<file path="src/rtl/axi_wrr_arbiter.sv">
// Weighted round-robin arbiter with a starvation guard for one shared crossbar slave port.
// An owner keeps winning while it has credit; any requester that waits STARVE_LIMIT cycles wins next.
module axi_wrr_arbiter #(
  parameter int N_REQ        = 2,
  parameter int WEIGHT_W     = 4,
  parameter int STARVE_LIMIT = 16,
  parameter int IDX_W        = $clog2(N_REQ)
) (
  input  logic                        aclk,
  input  logic                        aresetn,
  input  logic [N_REQ-1:0]            req_i,
  input  logic                        ack_i,
  input  logic [N_REQ*WEIGHT_W-1:0]   weight_i,
  output logic [N_REQ-1:0]            grant_o,
  output logic [IDX_W-1:0]            grant_idx_o,
  output logic                        busy_o,
  output logic                        starve_o
);

  localparam int CNT_W = $clog2(STARVE_LIMIT + 1);

  typedef enum logic {IDLE, GRANTED} state_t;

  state_t              state_q;
  logic [N_REQ-1:0]    grant_q;
  logic [IDX_W-1:0]    idx_q;
  logic                busy_q;
  logic                starve_q;
  logic [IDX_W-1:0]    last_q;
  logic [WEIGHT_W-1:0] credit_q;
  logic [CNT_W-1:0]    wait_q [N_REQ];

  logic [IDX_W-1:0]    win_idx_d;
  logic                win_starve_d;
  logic                win_new_d;
  logic [IDX_W-1:0]    cand_d;
  logic [N_REQ-1:0]    grant_d;
  logic [WEIGHT_W-1:0] win_weight_d;
  logic [WEIGHT_W-1:0] credit_load_d;

  // Later assignments override earlier ones: round-robin, then continuation, then starvation.
  always_comb begin
    win_idx_d    = last_q;
    win_starve_d = 1'b0;
    win_new_d    = 1'b1;
    cand_d       = last_q;
    for (int k = N_REQ; k >= 1; k--) begin
      cand_d = IDX_W'((int'(last_q) + k) % N_REQ);
      if (req_i[cand_d]) win_idx_d = cand_d;
    end
    if (req_i[last_q] && credit_q != '0) begin
      win_idx_d = last_q;
      win_new_d = 1'b0;
    end
    for (int i = N_REQ - 1; i >= 0; i--) begin
      if (req_i[i] && wait_q[i] == CNT_W'(STARVE_LIMIT)) begin
        win_idx_d    = IDX_W'(i);
        win_starve_d = 1'b1;
        win_new_d    = 1'b1;
      end
    end
  end

  assign grant_d       = {{(N_REQ-1){1'b0}}, 1'b1} << win_idx_d;
  assign win_weight_d  = weight_i[int'(win_idx_d)*WEIGHT_W +: WEIGHT_W];
  // Credit counts the owner's remaining transactions including the one in flight; each ack spends one.
  assign credit_load_d = (win_weight_d == '0) ? WEIGHT_W'(1) : win_weight_d;

  always_ff @(posedge aclk or negedge aresetn) begin
    if (!aresetn) begin
      state_q  <= IDLE;
      grant_q  <= '0;
      idx_q    <= '0;
      busy_q   <= 1'b0;
      starve_q <= 1'b0;
      last_q   <= IDX_W'(N_REQ - 1);
      credit_q <= '0;
    end else begin
      case (state_q)
        IDLE: begin
          if (|req_i) begin
            state_q  <= GRANTED;
            grant_q  <= grant_d;
            idx_q    <= win_idx_d;
            busy_q   <= 1'b1;
            starve_q <= win_starve_d;
            last_q   <= win_idx_d;
            if (win_new_d) credit_q <= credit_load_d;
          end
        end
        GRANTED: begin
          starve_q <= 1'b0;
          if (ack_i) begin
            state_q <= IDLE;
            grant_q <= '0;
            busy_q  <= 1'b0;
            if (credit_q != '0) credit_q <= credit_q - 1'b1;
          end
        end
      endcase
    end
  end

  generate
    for (genvar gi = 0; gi < N_REQ; gi++) begin : g_wait
      always_ff @(posedge aclk or negedge aresetn) begin
        if (!aresetn) begin
          wait_q[gi] <= '0;
        end else if (grant_q[gi] || !req_i[gi]) begin
          wait_q[gi] <= '0;
        end else if (wait_q[gi] != CNT_W'(STARVE_LIMIT)) begin
          wait_q[gi] <= wait_q[gi] + 1'b1;
        end
      end
    end
  endgenerate

  assign grant_o     = grant_q;
  assign grant_idx_o = idx_q;
  assign busy_o      = busy_q;
  assign starve_o    = starve_q;

endmodule

</file>
<file path="config.mk">
export PLATFORM = sky130hd
export DESIGN_NAME = axi_wrr_arbiter
export DESIGN_NICKNAME = d
export VERILOG_FILES = /design/src/rtl/axi_wrr_arbiter.sv
export SDC_FILE = /design/constraint.sdc
export NUM_CORES = 1
export LEC_CHECK = 0
export ABC_AREA = 1
export CORE_UTILIZATION = 55
export DETAILED_ROUTE_END_ITERATION = 12
export GPL_TIMING_DRIVEN = 0
export PLACE_DENSITY = 0.86
export RECOVER_POWER = 50
export SYNTH_ARGS = -nofsm -noshare
export SYNTH_HDL_FRONTEND = slang
export SYNTH_SLANG_ARGS = --single-unit
export TNS_END_PERCENT = 20
</file>
<file path="constraint.sdc">
create_clock -name aclk -period 4.1 [get_ports aclk]
set_input_delay 0.41 -clock aclk [delete_from_list [all_inputs] [get_ports aclk]]
set_output_delay 0.41 -clock aclk [all_outputs]
set_load 0.01 [all_outputs]
</file>
==> results.md, run 1 <==
* Fin nets at 190
* Worst slew pin tran at 0.923 ns
* Hold crit path type: flip-flop to flip-flop
* CTS buffer count at 3
* Slew headroom at 38.3%
* EDFF count, synth at 0
* Io pins at 18
* Highest fanout seen on the critical path at 5
* Synthesis-to-finish area growth at 19.0%
* Placed cells at 194
* Gr ovfl total at 0
* Count of final setup violators at 0
* FFs w/ async S/R, synth at 100%
* DRC errors left at 0
* Die area at 0.00236 mm^2
* First-pass GRT wire length at 4.19 mm
* Sum Neg Setup Slack at 0 ns
* Minimum clock period at 1.93 ns
* Setup bufs post-CTS at 0
* CTS clock-pin slew for the worst setup and hold paths at 0.11 ns
* CTS tree: built
* Post-Syn Area at 0.00119 mm^2
* Status: finished, final reports clean
* Synth Instances at 150
* Starting Density at 59.7%
* Total GRT Usage at 22.6%
* Hold_buf cts at 0
* Fmax achieved at 518 MHz
* Clock Skew at 0.000482 ns
* Unique masters post-synth at 28
* Antenna violations before repair at 0
* Logic pwr share at 45.6%
* Synth top cells by count: 33 x nand2_1, 20 x dfrtp_1, 18 x inv_1, 17 x nand3_1, 14 x nor2_1
* H-tree depth at 1
* Clock Sinks at 21
* Worst slack at placement at 2.10 ns
* Fin crit share at 47.1%
* Reg power frac at 41.9%
* Clock share of power at 12.6%
* Largest net degree at the start of global routing at 22
* Register area share after synthesis at 44.1%
* Final hold slack at 0.499 ns
* DR vias at 1053
* Arr. time, crit path at 2.13 ns
* Drt initial violations at 41
* CTS root buf: clkbuf_4
* Total power at 0.000760 W
* Final setup margin at 2.17 ns
* Routed WL at 2.39 mm
* Non-Filler Instances at 198
* Syn avg cell area at 7.97 um^2
* Lkg Pwr at 0.684 nW
* Rows at 16
* Synth warn at 0
* IO Port Bufs at 17
* Routed vias/inst at 5.32
* Yosys top cell by area: dfrtp_1
* # Max-Cap Violations at 0
* Critical Path RT at 4.30 ns
* CTS resizes at 0
* Fin. max-slew vios at 0
* Main area contributors after synthesis: dfrtp_1 42%, nand2_1 10%, nand3_1 7.1%, inv_1 5.7%, ha_1 5.2%
* Synth Flop Type: dfrtp_1
* CP Launch Type: primary input
* Fraction of layout instances using a drive strength above 1 at 7.60%
* GPL Wtd Cong at 0.870
* Worst VDD drop at 0.442 mV
* Routed len/inst at 12.1 um
* Worst-Skew Late Latency at 0.29 ns
* CP endpoint kind: flip-flop
* P_int at 0.000453 W
* Chip width at 48.6 um
* Fill cell count at 165
* WS Path Type: primary input to flip-flop
* Final Hold Vio Count at 0
* Synth Register Bits at 21
* DRT antenna net count at 0
* Pwr dens at 535 mW/mm^2
* Switching pwr at 0.000307 W
* Die Ht at 48.6 um
* Ant diodes at 0
* 1st-pass router iterations at 4
* Sw Ratio at 40.4%
* Most frequent cell after synthesis: nand2_1
* Syn nets at 168
* Vias in the first global route at 1001
* Final HPWL DP at 1.84 mm
* Unrepaired setup endpoints after global routing: no
* CTS Buffer Depth at 2
* Post-synth top area share at 41.9%
* CORE AREA at 0.00200 mm^2
-- worst max-delay path, stage by stage --
cell,delay (ns)
dlygate4sd3_1,0.64
inv_1,0.12
a21oi_1,0.33
a31oi_1,0.17
nor3_1,0.24
nand2_1,0.07
nor2_1,0.11
nor2_1,0.04
-- cell type report --
cell class	count	area (um^2)	share of cell area (%)
Clock buffer	4	26.3	1.85
Inverter	21	78.8	5.55
Multi-Input combinational cell	108	586	41.2
Sequential cell	21	527	37.1
Tap cell	27	33.8	2.38
Timing Repair Buffer	17	170	12.0
-- cells by family after synthesis --
group                      Yosys count  synth area share, %
buffers and inverters               21                 6.60
AOI/OAI and AO/OA                   19                 8.90
and+or+nand+nor                     79                 31.5
xor gates and xnor gates             5                 3.67
adders and majority gates            5                 5.24
DFF                                 21                 44.1
-- registers in the layout, summed over array words and instances (netlist names) --
name	flops
grant_idx_o	1
starve_o	1
last_q	1
state_q	1
wait_q	10
busy_o	1
credit_q	4
grant_o	2
-- power by group through the flow --
| stage | logic (W) | registers [W] | clock network (W) |
|---|---|---|---|
| 2_1_floorplan | 0.000240 | 0.000320 | 0 |
| 3_3_place_gp | 0.000335 | 0.000319 | 0 |
| 3_5_place_dp | 0.000346 | 0.000322 | 0 |
| 4_1_cts | 0.000349 | 0.000319 | 0.0000976 |
| 5_1_grt | 0.000395 | 0.000327 | 0.000107 |
| 6_report | 0.000346 | 0.000318 | 0.0000955 |
-- per-stage QoR --
stage | utilization [%] | instance area [um^2]
finish | 71.0 | 1420
global route | 71.0 | 1420
CTS | 71.2 | 1430
detailed placement | 69.9 | 1400
global placement | 69.9 | 1400
floorplan | - | 1190
-- worst paths after layout --
check	endpoint	slack (ns)	startpoint	cells after the start
setup / recovery	credit_q[0]	2.17	req_i[0]	8
hold / removal	busy_o	0.50	busy_o	2
setup reg to reg	credit_q[2]	2.39	wait_q[5]	9
hold reg to reg	busy_o	0.50	busy_o	2
max in group asynchronous	wait_q[2]	2.85	aresetn	1
min in group asynchronous	wait_q[7]	0.69	aresetn	1
-- cells in the final DEF (no fill, tap or decap), drive strengths merged --
cell type       n
inv            21
nor3            3
o22ai           1
a21oi           4
dlygate4sd3     3
nor3b           1
o21a            1
clkdlybuf4s50  14
xor2            3
o21ai          11
a31oi           1
nand2          36
dfstp           1
nand3b          2
nand3          17
o211ai          1
xnor2           2
ha              5
nor2           16
clkbuf          4
dfrtp          20
nand4           4
-- routing by layer --
layer	global-route usage (%)	part of all wire [%]
met4	4.41	0
met2	38.2	49
met5	0	0
met3	3.77	6.6
met1	30.6	45
Note: power is estimated with default switching activity, not from simulation.
==> run 2: changes to the inputs <==
--- a/config.mk
+++ b/config.mk
@@ -6,10 +6,10 @@
 export NUM_CORES = 1
 export LEC_CHECK = 0
 export ABC_AREA = 1
-export CORE_UTILIZATION = 55
+export CORE_UTILIZATION = 52
 export DETAILED_ROUTE_END_ITERATION = 12
 export GPL_TIMING_DRIVEN = 0
-export PLACE_DENSITY = 0.86
+export PLACE_DENSITY = 0.82
 export RECOVER_POWER = 50
 export SYNTH_ARGS = -nofsm -noshare
 export SYNTH_HDL_FRONTEND = slang
==> constraint.sdc (replaced) <==
create_clock -name aclk -period 1.8 [get_ports aclk]
set_input_delay 0.18 -clock aclk [delete_from_list [all_inputs] [get_ports aclk]]
set_output_delay 0.18 -clock aclk [all_outputs]
set_load 0.01 [all_outputs]
==> run 2 against run 1 <==
Compared with the run above:
- non-clock buffer count did not move
- cell area is 1.8% higher
- setup slack got worse by 2.0 ns
- critical path depth rose by 1
- via count down 0.19%
- critical path type is now flip-flop to flip-flop
==> results.md, run 2 (synthesis results as in run 1) <==
* Status: finished, final reports clean
* CP endpoint kind: flip-flop
* 1st-pass router iterations at 4
* Gr ovfl total at 0
* CP Launch Type: flip-flop
* Crit. Startpoint: wait_q[5]
* Largest net degree at the start of global routing at 22
* Clock share of power at 12.9%
* CTS buffer count at 3
* Ant diodes at 0
* M1 WL at 1.23 mm
* Unrepaired setup endpoints after global routing: yes
* Starting Density at 57.9%
* Routed vias/inst at 5.31
* Register area at 527 um^2
* Worst VDD drop at 0.967 mV
* Logic pwr share at 46.4%
* Final HPWL DP at 1.99 mm
* Antenna violations before repair at 0
* Final Hold Vio Count at 0
* R2R cell count at 9
* Final setup margin at 0.124 ns
* Worst slew pin tran at 0.990 ns
* DR vias at 1051
* CP peak stage delay at 0.41 ns
* Die Ht at 49.9 um
* Critical Path RT at 2.04 ns
* Sw Ratio at 41.6%
* Arr. time, crit path at 1.92 ns
* Vias in the first global route at 1105
* CP Cell Sequence: inv_1, ha_1, nand4_4, nand2_1, nor3_2, nor2_4, o21a_1, nand2_1, o21ai_1
* CTS root buf: clkbuf_4
* Hold crit path type: primary input to async pin
* Clock Sinks at 21
* Crit path to: credit_q[2]
* CTS Buffer Depth at 2
* Lkg Pwr at 0.674 nW
* Sum Neg Setup Slack at 0 ns
* Routed WL at 2.61 mm
* Commonest non-fill, non-tap cell in the layout: nand2_1
* Fmax achieved at 597 MHz
* H-tree depth at 1
* WL met2 at 1.22 mm
* CTS clock-pin slew for the worst setup and hold paths at 0.12 ns
* First-pass GRT wire length at 4.59 mm
* Multi-input gate area at 611 um^2
* FF-to-FF Start: wait_q[5]
* Fill cell count at 168
* Fin crit share at 93.1%
* P_int at 0.00104 W
* Reg power frac at 40.7%
* DRT antenna net count at 0
* Rows at 16
* Chip width at 49.9 um
* Io pins at 18
* WL met3 at 126 um
* Largest register by flop count: wait_q
* Worst slack at placement at 0.0340 ns
* Minimum clock period at 1.68 ns
* Reg-to-Reg End: credit_q[2]
* Drt initial violations at 22
* Highest fanout seen on the critical path at 7
* Uppermost layer routed: met4
* Die area at 0.00249 mm^2
* Critical path's slowest cell: dfrtp_1
* Final hold slack at 0.474 ns
* FF-to-FF setup slack at 0.12 ns
* Count of final setup violators at 0
* CORE AREA at 0.00206 mm^2
* Synthesis-to-finish area growth at 21.0%
* # Max-Cap Violations at 0
* Switching pwr at 0.000743 W
* DRC errors left at 0
* Total GRT Usage at 24.3%
* Worst-Skew Late Latency at 0.30 ns
* Max FFs per register at 10
* Most frequent cells in the layout: 31 x nand2_1, 20 x dfrtp_1, 17 x inv_1, 17 x nand3_1, 16 x clkdlybuf4s50_1
* Clock Skew at 0.00264 ns
* Routed len/inst at 13.2 um
* IO Port Bufs at 17
* GPL Wtd Cong at 0.842
* CTS tree: built
* Fin. max-slew vios at 0
* Pwr dens at 1240 mW/mm^2
* Setup bufs post-CTS at 0
* Fin nets at 190
* Fraction of layout instances using a drive strength above 1 at 11.1%
* WS Path Type: flip-flop to flip-flop
* CP most frequent cell: nand2_1
* Slew headroom at 33.8%
## run 2: layer usage
metal  up-vias  global-route usage [%]
li1        530                       -
met1       486                    31.5
met2        31                    39.9
met3         4                    4.32
met4         0                    9.52
met5         -                       0
## run 2: worst min-delay path by stage
stage                start           to  slack, ns  depth (start not counted)
2_1_floorplan      aresetn       busy_o      -0.12                          0
3_3_place_gp   grant_idx_o  grant_idx_o       0.47                          2
3_5_place_dp        busy_o       busy_o       0.47                          2
4_1_cts            aresetn    wait_q[8]       0.43                          1
5_1_grt         grant_o[0]    wait_q[9]       0.53                          1
6_report           aresetn  credit_q[0]       0.47                          1
## run 2: final cells by class
type / count / area share [%]
clock buffer: 4 / 1.82
inverter: 21 / 5.45
multi-input combinational: 108 / 42.2
sequential: 21 / 36.4
tap: 27 / 2.34
timing repair buffer: 17 / 11.8
## run 2: power by group through the flow
stage          clock [W]  combinational [W]  sequential [W]
2_1_floorplan          0           0.000547        0.000729
4_1_cts         0.000232           0.000801        0.000724
3_3_place_gp           0           0.000755        0.000727
6_report        0.000230           0.000830        0.000727
3_5_place_dp           0           0.000797        0.000733
5_1_grt         0.000249           0.000955        0.000740
## run 2: per-stage QoR
step	instance area, um^2	std cells	utilization [%]	power (W)
5_1_grt	1450	198	70.1	0.00194
3_3_place_gp	1400	194	67.8	0.00148
2_1_floorplan	1190	150	-	0.00128
3_5_place_dp	1400	194	67.8	0.00153
4_1_cts	1430	198	69.1	0.00176
6_report	1450	198	70.1	0.00179
## run 2: worst max-delay path: cells and delay by family, from the launching register on
| family | cells | cell delay [ns] |
|---|---|---|
| adders and majority gates | 1 | 0.25 |
| buffers and inverters | 1 | 0.12 |
| AOI/OAI and AO/OA | 2 | 0.22 |
| DFF | 1 | 0.41 |
| and+or+nand+nor | 5 | 0.61 |
## run 2: what timing repair did
item,4_1_cts,5_1_grt
hold buffers,0,0
gates resized for setup,0,6
hold endpoints to repair,0,0
endpoints found under the setup margin,0,4
==> run 3: changes to the inputs <==
==> constraint.sdc (replaced) <==
create_clock -name aclk -period 1.8 [get_ports aclk]
set_input_delay 0.36 -clock aclk [delete_from_list [all_inputs] [get_ports aclk]]
set_output_delay 0.36 -clock aclk [all_outputs]
set_load 0.01 [all_outputs]
==> run 3 against run 2 <==
Compared with the run above:
- largest cell class unchanged
- largest power group unchanged
- global-route usage unchanged
- sequential share of layout area is the same
- first-iteration DRC count stayed put
- register-to-register slack about the same
- maximum frequency shrank 0.66%
- total power about the same
- highest routed layer unchanged
- final cell count stayed put
==> results.md, run 3 (synthesis results as in run 1) <==
* Pwr dens at 1240 mW/mm^2
* CP Cell Sequence: dlygate4sd3_1, inv_1, a21oi_2, a31oi_1, nor2_4, o21a_1, nand2_1, o21ai_1
* Fraction of layout instances using a drive strength above 1 at 11.1%
* Largest net degree at the start of global routing at 22
* Unrepaired setup endpoints after global routing: yes
* Slew headroom at 33.8%
* Die area at 0.00249 mm^2
* Status: finished, final reports clean
* H-tree depth at 1
* Switching pwr at 0.000743 W
* DRT antenna net count at 0
* Minimum clock period at 1.69 ns
* Routed len/inst at 13.2 um
* Arr. time, crit path at 1.93 ns
* Final HPWL DP at 1.99 mm
* # Max-Cap Violations at 0
* Highest fanout seen on the critical path at 7
* 1st-pass router iterations at 4
* Total GRT Usage at 24.3%
* Routed WL at 2.61 mm
* CTS root buf: clkbuf_4
* Worst-Skew Late Latency at 0.30 ns
* Clock Skew at 0.00264 ns
* CTS clock-pin slew for the worst setup and hold paths at 0.12 ns
* GPL Wtd Cong at 0.842
* Ant diodes at 0
* Drt initial violations at 22
* Commonest non-fill, non-tap cell in the layout: nand2_1
* CTS buffer count at 3
* DR vias at 1051
* Synthesis-to-finish area growth at 21.0%
* Critical path's slowest cell: dlygate4sd3_1
* Worst slew pin tran at 0.990 ns
* Final Hold Vio Count at 0
* Fin. max-slew vios at 0
* Count of final setup violators at 0
* Starting Density at 57.9%
* Die Ht at 49.9 um
* Chip width at 49.9 um
* DRC errors left at 0
* First-pass GRT wire length at 4.59 mm
* Logic pwr share at 46.4%
* CTS Buffer Depth at 2
* Critical Path RT at 2.04 ns
* Gr ovfl total at 0
* WS Path Type: primary input to flip-flop
* Buf/Inv on CP at 2
* Io pins at 18
* Register area at 527 um^2
* Worst VDD drop at 0.967 mV
* Fmax achieved at 593 MHz
* Fin crit share at 93.7%
* IO Port Bufs at 17
* Rows at 16
* CTS tree: built
* Final hold slack at 0.498 ns
* Final setup margin at 0.113 ns
* CP peak stage delay at 0.61 ns
* Clock share of power at 12.9%
* CP endpoint kind: flip-flop
* Multi-input gate area at 611 um^2
* Worst path top cell family by delay: buffers and inverters
* P_int at 0.00104 W
* Reg power frac at 40.7%
* Setup bufs post-CTS at 0
* Fill cell count at 168
* Worst slack at placement at -0.146 ns
* Max FFs per register at 10
* Largest register by flop count: wait_q
* Antenna violations before repair at 0
* Lkg Pwr at 0.674 nW
* Fin nets at 190
* Hold crit path type: flip-flop to flip-flop
* Routed vias/inst at 5.31
* Sw Ratio at 41.6%
* Most frequent cells in the layout: 31 x nand2_1, 20 x dfrtp_1, 17 x inv_1, 17 x nand3_1, 15 x clkdlybuf4s50_1
* CORE AREA at 0.00206 mm^2
* Clock Sinks at 21
* CP Launch Type: primary input
* Vias in the first global route at 1105
## run 3: changes by cell type in the layout (fill, tap and decap cells not counted), sizes merged
cell	change
clkdlybuf4s50	-1
dlygate4sd3	+1
## run 3: timing repair
| item | in CTS | in global routing |
|---|---|---|
| hold endpoints to repair | 0 | 0 |
| endpoints found under the setup margin | 0 | 4 |
| gates resized for setup | 0 | 6 |
| hold buffers | 0 | 0 |
## run 3: area by class of cell
cell class                      count  area share [%]
Timing Repair Buffer               17            11.8
Inverter                           21            5.45
Multi-Input combinational cell    108            42.2
Sequential cell                    21            36.4
Tap cell                           27            2.34
Clock buffer                        4            1.82
## run 3: routing by layer
metal  global-route usage (%)  vias up  wire [um]
met4                     9.52        0         33
met5                        0        -          0
li1                         -      530          -
met2                     39.9       31       1220
met3                     4.32        4        126
met1                     31.5      486       1230
## run 3: through the flow
stage | power, W | instances | area (um^2) | setup TNS (ns) | utilization [%]
final | 0.00179 | 198 | 1450 | 0 | 70.1
after floorplan | 0.00128 | 150 | 1190 | 0 | -
after CTS | 0.00176 | 198 | 1430 | 0 | 69.1
after global routing | 0.00194 | 198 | 1450 | 0 | 70.1
after detailed placement | 0.00153 | 194 | 1400 | -0.467 | 67.8
after global placement | 0.00148 | 194 | 1400 | -0.363 | 67.8
## run 3: power by group through the flow
stage / Sequential, W / Combinational [W] / Clock, W
3_5_place_dp: 0.000733 / 0.000797 / 0
4_1_cts: 0.000724 / 0.000801 / 0.000232
2_1_floorplan: 0.000729 / 0.000547 / 0
6_report: 0.000727 / 0.000830 / 0.000230
3_3_place_gp: 0.000727 / 0.000755 / 0
5_1_grt: 0.000740 / 0.000955 / 0.000249
## run 3: worst register-to-register path: stages, from the launching register on
cell and delay [ns]:
dfrtp_1 0.41, inv_1 0.12, ha_1 0.25, nand4_4 0.18, nand2_1 0.15, nor3_2 0.07
nor2_4 0.16, o21a_1 0.15, nand2_1 0.05, o21ai_1 0.07
## run 3: final timing paths
| check | startpoint | to | slack [ns] | cells past startpoint |
|---|---|---|---|---|
| worst max-delay path | req_i[1] | credit_q[2] | 0.11 | 8 |
| worst max register to register | wait_q[5] | credit_q[2] | 0.12 | 9 |
| max in group asynchronous | aresetn | busy_o | 0.55 | 1 |
| worst min-delay path | busy_o | busy_o | 0.50 | 2 |
| worst min register to register | busy_o | busy_o | 0.50 | 2 |
| min in group asynchronous | aresetn | credit_q[0] | 0.65 | 1 |
